### config.mk
export PLATFORM = sky130hd
export DESIGN_NAME = stream_boxcar_decimator_flat
export DESIGN_NICKNAME = d
export VERILOG_FILES = /design/src/rtl/stream_boxcar_decimator_pkg.sv /design/src/rtl/stream_boxcar_decimator_if.sv /design/src/rtl/stream_boxcar_decimator_fifo.sv /design/src/rtl/stream_boxcar_decimator.sv /design/src/flat_wrapper.sv
export SDC_FILE = /design/constraint.sdc
export NUM_CORES = 1
export LEC_CHECK = 0
export CELL_PAD_IN_SITES_DETAIL_PLACEMENT = 0
export CELL_PAD_IN_SITES_GLOBAL_PLACEMENT = 1
export CORE_MARGIN = 10
export CORE_UTILIZATION = 48
export CTS_CLUSTER_DIAMETER = 100
export DETAILED_ROUTE_END_ITERATION = 10
export HOLD_SLACK_MARGIN = 0.15
export PLACE_DENSITY = 0.88
export SYNTH_ARGS = -nofsm -noshare
export SYNTH_HDL_FRONTEND = slang
export SYNTH_HIERARCHICAL = 1
export SYNTH_SLANG_ARGS = --single-unit
### constraint.sdc
create_clock -name clock -period 3.35 [get_ports clock]
set_input_delay 0.67 -clock clock [delete_from_list [all_inputs] [get_ports clock]]
set_output_delay 0.67 -clock clock [all_outputs]
set_load 0.01 [all_outputs]
### src/rtl/stream_boxcar_decimator_pkg.sv
// Shared definitions for the stream boxcar decimator: default widths,
// derived accumulator width, controller state encoding and the exponent
// clamp helper.
package stream_decim_pkg;

  localparam int DATA_W_DEF   = 32;
  localparam int MAX_LOG2_DEF = 10;
  localparam int ACC_W        = DATA_W_DEF + MAX_LOG2_DEF;

  typedef enum logic [0:0] {
    IDLE  = 1'b0,
    ACCUM = 1'b1
  } decim_state_t;

  // Requested exponents above the supported maximum collapse to the maximum.
  function automatic logic [3:0] clamp_log2(input logic [3:0] req, input logic [3:0] max_log2);
    if (req > max_log2) begin
      return max_log2;
    end else begin
      return req;
    end
  endfunction

endpackage

### src/rtl/stream_boxcar_decimator_if.sv
// Sample-in / average-out bundle of the stream boxcar decimator.
// The slave side is the decimator; the master side feeds samples and
// consumes averaged results.
interface stream_boxcar_decimator_if #(
  parameter int DATA_W     = 32,
  parameter int FIFO_DEPTH = 16
);
  logic [DATA_W-1:0]             stream_in;
  logic                          in_valid;
  logic [DATA_W-1:0]             out_data;
  logic                          out_valid;
  logic                          out_ready;
  logic [$clog2(FIFO_DEPTH):0]   fifo_level;
  logic                          overflow;

  modport slave (
    input  stream_in,
    input  in_valid,
    input  out_ready,
    output out_data,
    output out_valid,
    output fifo_level,
    output overflow
  );

  modport master (
    output stream_in,
    output in_valid,
    output out_ready,
    input  out_data,
    input  out_valid,
    input  fifo_level,
    input  overflow
  );
endinterface

### src/rtl/stream_boxcar_decimator_fifo.sv
// Synchronous FIFO with a registered head word. The head register is
// reloaded every edge from the location the read pointer will point at,
// bypassing the write data when that location is being written, so a push
// into an empty FIFO is visible one edge later.
module sync_fifo #(
  parameter int WIDTH = 32,
  parameter int DEPTH = 16
) (
  input  logic                       i_clk,
  input  logic                       i_rst_n,
  input  logic                       i_push,
  input  logic                       i_pop,
  input  logic [WIDTH-1:0]           i_wdata,
  output logic [WIDTH-1:0]           o_rdata,
  output logic                       o_full,
  output logic                       o_empty,
  output logic [$clog2(DEPTH):0]     o_level
);
  localparam int AW = $clog2(DEPTH);

  logic [WIDTH-1:0] r_mem [DEPTH];
  logic [AW-1:0]    r_wr_ptr;
  logic [AW-1:0]    r_rd_ptr;
  logic [AW:0]      r_count;
  logic [WIDTH-1:0] r_head;
  logic             w_full;
  logic             w_empty;
  logic             w_pop;
  logic             w_push;
  logic [AW-1:0]    w_rd_next;

  assign w_full  = (r_count == (AW+1)'(DEPTH));
  assign w_empty = (r_count == {(AW+1){1'b0}});
  assign w_pop   = i_pop & ~w_empty;
  assign w_push  = i_push & (~w_full | w_pop);

  // Read pointer after this edge, used to prefetch the next head word.
  always_comb begin
    w_rd_next = r_rd_ptr;
    if (w_pop) begin
      w_rd_next = r_rd_ptr + AW'(1'b1);
    end else begin
      w_rd_next = r_rd_ptr;
    end
  end

  // Pointers and occupancy; pointers wrap naturally at DEPTH.
  always_ff @(posedge i_clk or negedge i_rst_n) begin
    if (!i_rst_n) begin
      r_wr_ptr <= {AW{1'b0}};
      r_rd_ptr <= {AW{1'b0}};
      r_count  <= {(AW+1){1'b0}};
    end else begin
      if (w_push) begin
        r_wr_ptr <= r_wr_ptr + AW'(1'b1);
      end
      r_rd_ptr <= w_rd_next;
      case ({w_push, w_pop})
        2'b10:   r_count <= r_count + (AW+1)'(1'b1);
        2'b01:   r_count <= r_count - (AW+1)'(1'b1);
        default: r_count <= r_count;
      endcase
    end
  end

  // Storage array.
  always_ff @(posedge i_clk or negedge i_rst_n) begin
    if (!i_rst_n) begin
      for (int i = 0; i < DEPTH; i++) begin
        r_mem[i] <= {WIDTH{1'b0}};
      end
    end else if (w_push) begin
      r_mem[r_wr_ptr] <= i_wdata;
    end
  end

  // Head word register with write-through bypass.
  always_ff @(posedge i_clk or negedge i_rst_n) begin
    if (!i_rst_n) begin
      r_head <= {WIDTH{1'b0}};
    end else if (w_push && (r_wr_ptr == w_rd_next)) begin
      r_head <= i_wdata;
    end else begin
      r_head <= r_mem[w_rd_next];
    end
  end

  assign o_rdata = r_head;
  assign o_full  = w_full;
  assign o_empty = w_empty;
  assign o_level = r_count;
endmodule

### src/rtl/stream_boxcar_decimator.sv
// Boxcar decimator: sums non-overlapping blocks of 2^d_lat signed samples,
// divides by arithmetic shift and queues the averages in an output FIFO.
// Pipeline: completing sample -> block sum register -> shifted result
// register -> FIFO push, so a result reaches out_valid two edges after the
// edge that accepted its last sample.
// Optional build macro STREAM_DECIM_ROUND_EN adds 2^(d_lat-1) before the
// shift (round half up) and widens the sum by one bit.
module stream_boxcar_decimator
  import stream_decim_pkg::*;
#(
  parameter int DATA_W     = DATA_W_DEF,
  parameter int MAX_LOG2   = MAX_LOG2_DEF,
  parameter int FIFO_DEPTH = 16
) (
  input  logic                      clock,
  input  logic                      reset_n,
  input  logic                      enable,
  input  logic [3:0]                dec_log2,
  stream_boxcar_decimator_if.slave  bus
);
`ifdef STREAM_DECIM_ROUND_EN
  localparam int SUM_W = DATA_W + MAX_LOG2 + 1;
`else
  localparam int SUM_W = DATA_W + MAX_LOG2;
`endif
  localparam int CNT_W = (MAX_LOG2 > 0) ? MAX_LOG2 : 1;
  localparam int LVL_W = $clog2(FIFO_DEPTH) + 1;

  decim_state_t              r_state;
  decim_state_t              w_state_nxt;
  logic signed [SUM_W-1:0]   r_acc;
  logic [CNT_W-1:0]          r_cnt;
  logic [3:0]                r_d_lat;
  logic [3:0]                w_dec_clamp;
  logic [CNT_W-1:0]          w_cnt_max;
  logic signed [SUM_W-1:0]   w_in_ext;
  logic signed [SUM_W-1:0]   w_sum;
  logic                      w_blk_done;
  logic                      w_start;
  logic signed [SUM_W-1:0]   r_blk_sum;
  logic [3:0]                r_blk_sh;
  logic                      r_blk_vld;
  logic signed [SUM_W-1:0]   w_bias;
  logic signed [SUM_W-1:0]   w_biased;
  logic [DATA_W-1:0]         r_res;
  logic                      r_res_vld;
  logic                      r_overflow;
  logic                      w_fifo_full;
  logic                      w_fifo_empty;
  logic                      w_pop;
  logic                      w_drop;
  logic [DATA_W-1:0]         w_head;
  logic [LVL_W-1:0]          w_level;

  assign w_dec_clamp = clamp_log2(dec_log2, 4'(MAX_LOG2));
  assign w_cnt_max   = ~({CNT_W{1'b1}} << r_d_lat);
  assign w_in_ext    = {{(SUM_W-DATA_W){bus.stream_in[DATA_W-1]}}, bus.stream_in};
  assign w_sum       = r_acc + w_in_ext;
  assign w_start     = (r_state == IDLE) && enable;
  assign w_blk_done  = (r_state == ACCUM) && enable && bus.in_valid && (r_cnt == w_cnt_max);
  assign w_pop       = bus.out_ready & ~w_fifo_empty;
  assign w_drop      = r_res_vld & w_fifo_full & ~w_pop;

  // Controller state register.
  always_ff @(posedge clock or negedge reset_n) begin
    if (!reset_n) begin
      r_state <= IDLE;
    end else begin
      r_state <= w_state_nxt;
    end
  end

  // Next-state: enable starts accumulation, dropping enable returns to IDLE.
  always_comb begin
    w_state_nxt = r_state;
    case (r_state)
      IDLE: begin
        if (enable) begin
          w_state_nxt = ACCUM;
        end else begin
          w_state_nxt = IDLE;
        end
      end
      ACCUM: begin
        if (!enable) begin
          w_state_nxt = IDLE;
        end else begin
          w_state_nxt = ACCUM;
        end
      end
      default: w_state_nxt = IDLE;
    endcase
  end

  // Accumulator, sample counter and per-block exponent latch.
  always_ff @(posedge clock or negedge reset_n) begin
    if (!reset_n) begin
      r_acc   <= {SUM_W{1'b0}};
      r_cnt   <= {CNT_W{1'b0}};
      r_d_lat <= 4'd0;
    end else begin
      case (r_state)
        IDLE: begin
          if (enable) begin
            r_acc   <= {SUM_W{1'b0}};
            r_cnt   <= {CNT_W{1'b0}};
            r_d_lat <= w_dec_clamp;
          end
        end
        ACCUM: begin
          if (!enable) begin
            r_acc <= {SUM_W{1'b0}};
            r_cnt <= {CNT_W{1'b0}};
          end else if (w_blk_done) begin
            r_acc   <= {SUM_W{1'b0}};
            r_cnt   <= {CNT_W{1'b0}};
            r_d_lat <= w_dec_clamp;
          end else if (bus.in_valid) begin
            r_acc <= w_sum;
            r_cnt <= r_cnt + CNT_W'(1'b1);
          end
        end
        default: begin
          r_acc <= {SUM_W{1'b0}};
          r_cnt <= {CNT_W{1'b0}};
        end
      endcase
    end
  end

  // Capture the completed block sum and the exponent it was built with.
  always_ff @(posedge clock or negedge reset_n) begin
    if (!reset_n) begin
      r_blk_sum <= {SUM_W{1'b0}};
      r_blk_sh  <= 4'd0;
      r_blk_vld <= 1'b0;
    end else begin
      r_blk_vld <= w_blk_done;
      if (w_blk_done) begin
        r_blk_sum <= w_sum;
        r_blk_sh  <= r_d_lat;
      end
    end
  end

`ifdef STREAM_DECIM_ROUND_EN
  // Half-LSB bias of the shifted result; none when passing samples through.
  always_comb begin
    w_bias = {SUM_W{1'b0}};
    if (r_blk_sh == 4'd0) begin
      w_bias = {SUM_W{1'b0}};
    end else begin
      w_bias = {{(SUM_W-1){1'b0}}, 1'b1} << (r_blk_sh - 4'd1);
    end
  end
`else
  assign w_bias = {SUM_W{1'b0}};
`endif
  assign w_biased = r_blk_sum + w_bias;

  // Divide by the block length; the mean always fits in DATA_W.
  always_ff @(posedge clock or negedge reset_n) begin
    if (!reset_n) begin
      r_res     <= {DATA_W{1'b0}};
      r_res_vld <= 1'b0;
    end else begin
      r_res_vld <= r_blk_vld;
      if (r_blk_vld) begin
        r_res <= DATA_W'(w_biased >>> r_blk_sh);
      end
    end
  end

  // Sticky drop flag, cleared when a new run starts.
  always_ff @(posedge clock or negedge reset_n) begin
    if (!reset_n) begin
      r_overflow <= 1'b0;
    end else if (w_drop) begin
      r_overflow <= 1'b1;
    end else if (w_start) begin
      r_overflow <= 1'b0;
    end
  end

  sync_fifo #(
    .WIDTH (DATA_W),
    .DEPTH (FIFO_DEPTH)
  ) u_fifo (
    .i_clk   (clock),
    .i_rst_n (reset_n),
    .i_push  (r_res_vld),
    .i_pop   (bus.out_ready),
    .i_wdata (r_res),
    .o_rdata (w_head),
    .o_full  (w_fifo_full),
    .o_empty (w_fifo_empty),
    .o_level (w_level)
  );

  assign bus.out_data   = w_head;
  assign bus.out_valid  = ~w_fifo_empty;
  assign bus.fifo_level = w_level;
  assign bus.overflow   = r_overflow;
endmodule

### src/flat_wrapper.sv
// flat-port wrapper written by rule: the top's interface ports become plain ports
module stream_boxcar_decimator_flat import stream_decim_pkg::*;
#(
  parameter int DATA_W     = DATA_W_DEF,
  parameter int MAX_LOG2   = MAX_LOG2_DEF,
  parameter int FIFO_DEPTH = 16
)
  (clock, reset_n, enable, dec_log2, bus_stream_in, bus_in_valid, bus_out_ready, bus_out_data, bus_out_valid, bus_fifo_level, bus_overflow);
  stream_boxcar_decimator_if #(.DATA_W(DATA_W), .FIFO_DEPTH(FIFO_DEPTH)) bus_i ();
  input  logic clock;
  input  logic reset_n;
  input  logic enable;
  input  logic [3:0] dec_log2;
  input wire logic [$bits(bus_i.stream_in)-1:0] bus_stream_in;
  input wire logic [$bits(bus_i.in_valid)-1:0] bus_in_valid;
  input wire logic [$bits(bus_i.out_ready)-1:0] bus_out_ready;
  output wire logic [$bits(bus_i.out_data)-1:0] bus_out_data;
  output wire logic [$bits(bus_i.out_valid)-1:0] bus_out_valid;
  output wire logic [$bits(bus_i.fifo_level)-1:0] bus_fifo_level;
  output wire logic [$bits(bus_i.overflow)-1:0] bus_overflow;
  assign bus_i.stream_in = bus_stream_in;
  assign bus_i.in_valid = bus_in_valid;
  assign bus_i.out_ready = bus_out_ready;
  assign bus_out_data = bus_i.out_data;
  assign bus_out_valid = bus_i.out_valid;
  assign bus_fifo_level = bus_i.fifo_level;
  assign bus_overflow = bus_i.overflow;
  stream_boxcar_decimator #(.DATA_W(DATA_W), .MAX_LOG2(MAX_LOG2), .FIFO_DEPTH(FIFO_DEPTH)) u_core (.clock(clock), .reset_n(reset_n), .enable(enable), .dec_log2(dec_log2), .bus(bus_i));
endmodule
==> Word level (Yosys, flattened, before mapping) <==
Cells that the tools add are included.
{ "word_totals": {"register_bits": 695, "inputBits": 41, "output_inout_bits": 39, "wordCells": 101} }
{ "classes": {"add_sub_neg": 6, "magnitude_cmp": 4, "eq_ne": 9, "n_shift": 2, "muxes": 27, "bitwise": 12, "reduce_logical": 11} }
{ "op_table": {"columns": ["cell", "count"], "rows": [
  ["bitwise mux 512 bit", 1],
  ["2-to-1 mux 42 bit", 4],
  ["binary-select mux 32 bit (select 4 bit)", 1],
  ["demux 32 bit (select 4 bit)", 1],
  ["2-to-1 mux 32 bit", 4],
  ["case mux 42 bit (2 select lines)", 1],
  ["adder 42 x 32 -> 42 bit", 1],
  [">>> shifter 42 x 4 -> 32 bit", 1],
  ["2-to-1 mux 10 bit", 4],
  ["2-to-1 mux 4 bit", 5],
  ["case mux 10 bit (2 select lines)", 1],
  ["adder 10 x 1 -> 10 bit, second input constant", 1],
  ["equality test 10 bit", 1],
  ["greater-or-equal comparator 5 bit, second input constant", 2],
  ["NOT 10 bit", 1],
  ["NOT 4 -> 5 bit", 2],
  ["case mux 5 bit (2 select lines)", 1],
  ["<< shifter 10 x 4 -> 10 bit, first input constant", 1],
  ["adder 4 x 1 -> 4 bit, second input constant", 2],
  ["case mux 4 bit (2 select lines)", 1],
  ["logical AND 1 bit", 6],
  ["inequality test 2 bit, second input constant", 3],
  ["adder 5 x 1 -> 5 bit, second input constant", 1],
  ["equality test 5 bit, second input constant", 1],
  ["15 further kinds", 24]
]} }

==> Depth between registers and ports, before layout <==
{ "depth": {"depth_word": 9, "depth_mapped": 12, "depth_no_buf": 11} }

==> By module <==
Netlist, hierarchy kept.
{ "modules_own_cells": {"columns": ["mod", "instances", "cells_each", "area_each_um2", "seq_area_each_um2"], "rows": [
  ["sync_fifo", 1, 1890, 29131.7, 13938.4],
  ["stream_boxcar_decimator", 1, 1003, 9356.5, 3453.3]
]} }

==> Worst setup path before layout <==
No wires, ideal clock.
{ "synth_timing": {"path_type": "reg2reg", "from": "reg u_core.u_fifo.r_count[3] (netlist: u_core/u_fifo/o_level[3])", "to": "reg u_core.u_fifo.r_count[4] (netlist: u_core/u_fifo/o_level[4])", "setup_ns": 0.087, "arrival_ns": 3.575, "t_required_ns": 3.263, "path_slack_ns": -0.312, "stages_incl_launch_ff": 13, "n_path_buf": 3, "period_less_slack_ns": 3.662, "cell_sequence": "dfrtp_1 or4_1 buf_2 o21ai_4 buf_1 buf_2 nor2_1 fa_1 a21o_1 a21o_1 or3_1 or3_1 o211ai_1"} }
{ "synth_between": {"elab_chain_len": 7, "word_cells_on_any_way": 13, "cone_classes": "add/sub (2); eq/ne (3); mux (1); bitwise (5); reduce/logical (2)"} }
{ "synth_lines": {"columns": ["item", "line_no", "source"], "rows": [
  ["start: declaration", "stream_boxcar_decimator_fifo.sv:24", "logic [AW:0] r_count;"],
  ["start signal: assignment", "stream_boxcar_decimator_fifo.sv:52", "r_count <= {(AW+1){1'b0}};"],
  ["start signal: assignment", "stream_boxcar_decimator_fifo.sv:59", "2'b10: r_count <= r_count + (AW+1)'(1'b1);"],
  ["start signal: assignment", "stream_boxcar_decimator_fifo.sv:60", "2'b01: r_count <= r_count - (AW+1)'(1'b1);"],
  ["logical NOT 5 bit", "stream_boxcar_decimator_fifo.sv:33", "assign w_empty = (r_count == {(AW+1){1'b0}});"],
  ["NOT 1 bit", "stream_boxcar_decimator_fifo.sv:34", "assign w_pop = i_pop & ~w_empty;"],
  ["bitwise AND 1 bit", "stream_boxcar_decimator_fifo.sv:34", null],
  ["OR 1 bit", "stream_boxcar_decimator_fifo.sv:35", "assign w_push = i_push & (~w_full | w_pop);"],
  ["bitwise AND 1 bit", "stream_boxcar_decimator_fifo.sv:35", null],
  ["equality test 2 x 1 -> 1 bit or equality test 2 bit (tied branches)", "stream_boxcar_decimator_fifo.sv:58", "case ({w_push, w_pop})"],
  ["case mux 5 bit (2 select lines) or nonzero test 2 bit (tied branches)", null, null]
]} }
Several ways; a longest one is shown, not always the timed one.
A chain may end at the register's enable or synchronous reset.

==> Worst setup path in the final report <==
{ "layout_timing": {"from": "reg u_core.u_fifo.r_count[3] (netlist: u_core/u_fifo/o_level[3])", "to": "reg u_core.u_fifo.r_head[25] (netlist: u_core/u_fifo/o_rdata[25])"} }
{ "layout_between": {"elab_chain_len": 9, "word_cells_on_any_way": 15, "cone_classes": "eq/ne (2); mux (5); bitwise (6); reduce/logical (2)"} }
{ "layout_lines": {"columns": ["item", "line_no", "source"], "rows": [
  ["logical NOT 5 bit", "stream_boxcar_decimator_fifo.sv:33", null],
  ["NOT 1 bit", "stream_boxcar_decimator_fifo.sv:34", null],
  ["bitwise AND 1 bit", "stream_boxcar_decimator_fifo.sv:34", null],
  ["2-to-1 mux 4 bit", "stream_boxcar_decimator_fifo.sv:40", "if (w_pop) begin"],
  ["NOT 4 -> 5 bit (implied by the code)", "stream_boxcar_decimator_fifo.sv:84", "r_head <= r_mem[w_rd_next];"],
  ["binary-select mux 32 bit (select 4 bit)", "stream_boxcar_decimator_fifo.sv:84", null],
  ["2-to-1 mux 32 bit (implied by the code) (2 in a row)", "stream_boxcar_decimator_fifo.sv:84", null],
  ["2-to-1 mux 32 bit (*)", "stream_boxcar_decimator_fifo.sv:81", "end else if (w_push && (r_wr_ptr == w_rd_next)) begin"],
  ["end signal: assignment", "stream_boxcar_decimator_fifo.sv:80", "r_head <= {WIDTH{1'b0}};"],
  ["end signal: assignment", "stream_boxcar_decimator_fifo.sv:82", "r_head <= i_wdata;"],
  ["end signal: assignment", "stream_boxcar_decimator_fifo.sv:84", null],
  ["end: declaration", "stream_boxcar_decimator_fifo.sv:25", "logic [WIDTH-1:0] r_head;"]
]} }
Every way passes the cells marked *; elsewhere a longest branch is shown, timed or not. The select of a mux whose other input is x is not followed.

==> results.yml <==
status:
  status: "completed"
floorplanning:
  core_mm2: 0.0793
  die_y_um: 303
  ios: 80
  die_w_um: 303
  std_cell_rows: 103
  start_util_pct: 48.6
  design.die.area_mm2: 0.0919
setup_path:
  cp_slowest_stage_delay_ns: 0.62
  worst-path-buf-inv: 3
  slowest_stage: "or4_1"
  path_max_fanout: 33
  crit_chain: "or4_1 > o21ai_4 > buf_4 > buf_12 > buf_12 > mux2i_1 > o22ai_1 > or4_1 > mux2_1"
  crit_required_ns: 3.83
  cp_data_arrival_time_ns: 3.73
  critPathLaunchType: "flop"
  end_kind: "flop"
  crit_type: "reg2reg"
  cp_top_family: "simple AND/OR/NAND/NOR gates"
sta:
  fin_skew_ns: 0.0330
  post-route-period-util_pct: 97.1
  slew_headroom_pct: 28.1
  rsz0062_at_grt: "false"
  period_needed_ns: 3.25
  worstMarginPinSlew_ns: 1.07
  slew_viol_final: 0
  timing_hold_violations_final: 0
  hold_ws_ns: 0.474
  fmax_mhz: 308
  setup_viol: 0
power:
  leakagePower_nw: 20.3
  vdd_drop_max_v: 0.000568
  p_per_area_mw_per_mm2: 546
layout:
  utilization_pct: 56.1
  seqCellArea_mm2: 0.0174
  nNetsFinal: 3090
  stdcell_area_mm2: 0.0445
  n_fill_cell: 6213
  n_antenna_cell: 0
  multi_input_area_mm2: 0.0203
  areaGrowthSynthToFinish_pct: 15.5
  drive_above_1_share_pct: 39.0
logic_synthesis:
  netlist_instances: 2893
  synth_mux_area_share_pct: 37.3
  synth_fp_nets: 2986
  synth.yosys.warnings: 6
  synth-compound-area-share_pct: 5.65
  synth_area_mm2: 0.0385
  synthFlopType: "dfrtp_1"
  synth_top_family_by_area: "multiplexers"
  synth.distinct_cells: 74
  ys_seq_area_share_pct: 45.2
  synth_seq_cells: 695
  avgSynthCellArea_um2: 13.3
  async_flop_share_pct: 100
  synthSimpleGateAreaFrac_pct: 6.06
  synth_xor_area_share_pct: 1.38
  synth_edf_count: 0
  synthAdderAreaFrac_pct: 1.73
run:
  maxCapViolCount: 0
clocking:
  clkTransAtPathRegs_ns: 0.07
  cts-root-buf: "clkbuf_16"
  cts_tree: "done"
  cts_sinks: 695
  clk_latency_ns: 0.64
  h-tree-depth: 3
  clockBufferDepth: 3
  numCtsBuffers: 78
routing:
  avgRoutedWirePerCell_um: 24.7
  route.detailed.drc: 0
  dr.pass1.iters: 5
  vias_per_cell: 6.28
  routed_wl_um: 102000
  drtIter0Drc: 2012
  vias: 25800
  antenna_left: 0
global_routing:
  track_usage_pct: 22.3
  antenna_found_initial: 3
  grt_max_degree: 109
  first_global_vias: 27700
  grt_pass1_wl_um: 161000
  grt_overflow: 0
placement:
  port_buffers: 79
  gp_congestion: 0.875
  dp_hpwl_um: 66900
  place_area_mm2: 0.0419
hold_path:
  hp-class: "reg2reg"
final timing paths:
kind	cells after the start	startpoint	slack, ns	end
worst min register to register	2	u_core/r_blk_sum[1]	0.47	u_core/r_blk_sum[1]
worst max register to register	9	u_core/u_fifo/o_level[3]	0.1	u_core/u_fifo/o_rdata[25]
worst min-delay path	2	u_core/r_blk_sum[1]	0.47	u_core/r_blk_sum[1]
min in group asynchronous	2	reset_n	0.54	u_core/u_fifo/r_mem[405]
worst max-delay path	9	u_core/u_fifo/o_level[3]	0.1	u_core/u_fifo/o_rdata[25]
max in group asynchronous	4	reset_n	1.76	u_core/u_fifo/r_mem[49]
layout make-up:
type	instances	area share, %
multi-input cells	1937	45.6
repair buffers	265	6.48
well taps	1050	2.95
flip-flops and latches	695	39.1
inverters	20	0.169
clock inverters	27	0.642
clock buffers	111	5.01
synthesized netlist by cell type, types with 3 or more instances:
cell      number  area [um2]
nor3_1        17        85.1
a22o_1         9        78.8
a21oi_1       67         335
o21a_1         9        67.6
dfrtp_1      695       17400
nor4_1         3        18.8
and3_1         6        37.5
ha_1          50         626
clkbuf_1     148         556
a21o_1        28         210
nand3_1       18        90.1
nor2b_1       72         450
o211ai_1      12        90.1
and2_1        10        62.6
o21bai_1       7        52.6
nand2_1      158         593
o31ai_1        7        52.6
a31oi_1        4        25.0
o21ai_0      108         541
buf_1         71         267
xnor2_1       31         272
nor2_1       105         394
or4_1         35         263
mux2i_1      140        1400
o22ai_1       34         213
buf_2         18        90.1
or3_1          5        31.3
o311ai_0       3        26.3
and4_1         4        35.0
mux2_1        28         315
nand2b_1      18         113
a211oi_1      22         165
inv_1         20        75.1
xor2_1        27         236
mux2_2       562        6330
mux4_2       280        6310
buf_6          3        33.8
nand4_1       12        75.1
through the flow:
| step | cells | power [mW] | TNS (ns) | setup slack, ns |
|---|---|---|---|---|
| 4_1_cts | 4105 | 24.5 | 0 | 0.0833 |
| 3_5_place_dp | 3966 | 16.1 | -13.24 | -0.491 |
| 3_3_place_gp | 3966 | 15.9 | -11.27 | -0.486 |
| 2_1_floorplan | 2893 | 13.3 | 0 | 0.0272 |
| 5_1_grt | 4105 | 25.3 | 0 | 0.0109 |
| 6_report | 4105 | 24.3 | 0 | 0.0985 |
cell families after synthesis:
| family | count (synthesis) |
|---|---|
| AO/OA/AOI/OAI | 343 |
| XOR/XNOR | 59 |
| adder cells (fa/ha/maj) | 52 |
| buffers and inverters | 261 |
| flip-flops | 695 |
| multiplexers | 1011 |
| AND/OR/NAND/NOR | 472 |
power by group:
| part | total [mW] | switching, mW | internal, mW |
|---|---|---|---|
| Combinational | 7.02 | 3.98 | 3.04 |
| Sequential | 8.88 | 0.319 | 8.56 |
| Clock | 8.39 | 3.57 | 4.82 |
| Total | 24.3 | 7.87 | 16.4 |
cells in the final DEF, fill, tap and decap left out, types with 20 or more instances in the layout:
master | Yosys | routed
dfrtp_1 | 695 | 689
mux2_2 | 562 | 562
mux4_2 | 280 | 280
nand2_1 | 158 | 158
mux2i_1 | 140 | 140
buf_4 | 0 | 130
o21ai_0 | 108 | 107
nor2_1 | 105 | 93
clkbuf_16 | 0 | 79
clkdlybuf4s50_1 | 0 | 78
nor2b_1 | 72 | 72
a21oi_1 | 67 | 67
buf_12 | 0 | 55
ha_1 | 50 | 49
or4_1 | 35 | 34
o22ai_1 | 34 | 34
xnor2_1 | 31 | 31
a21o_1 | 28 | 28
mux2_1 | 28 | 28
xor2_1 | 27 | 27
a211oi_1 | 22 | 22
inv_1 | 20 | 20
routing by layer:
layer	vias up	wire length, um	share of wire, %	global-route usage [%]
li1	11100	-	-	-
met1	13400	40000	39	28.0
met2	942	51100	50	37.8
met3	272	6700	6.6	3.87
met4	4	3700	3.6	9.09
met5	-	27	0.027	0
timing repair:
action	4_1_cts	5_1_grt
hold endpoints to repair	36	0
setup buffers	0	1
endpoints found under the setup margin	0	4
gates resized for setup	0	2
hold buffers	1	0
worst min-delay path, cell delays in order (launching register included):
cell	delay (ns)
dfrtp_1	0.35
nand2_1	0.05
nand2_1	0.05
flip-flops by register name, summed over array words and instances, names as in the netlist, 5 cells and up:
register               count
u_core/r_res              32
u_core/u_fifo/o_level      5
u_core/r_acc              42
u_core/u_fifo/r_mem      512
u_core/r_cnt              10
u_core/u_fifo/o_rdata     32
u_core/r_blk_sum          42
(Power assumes the default switching activity.)
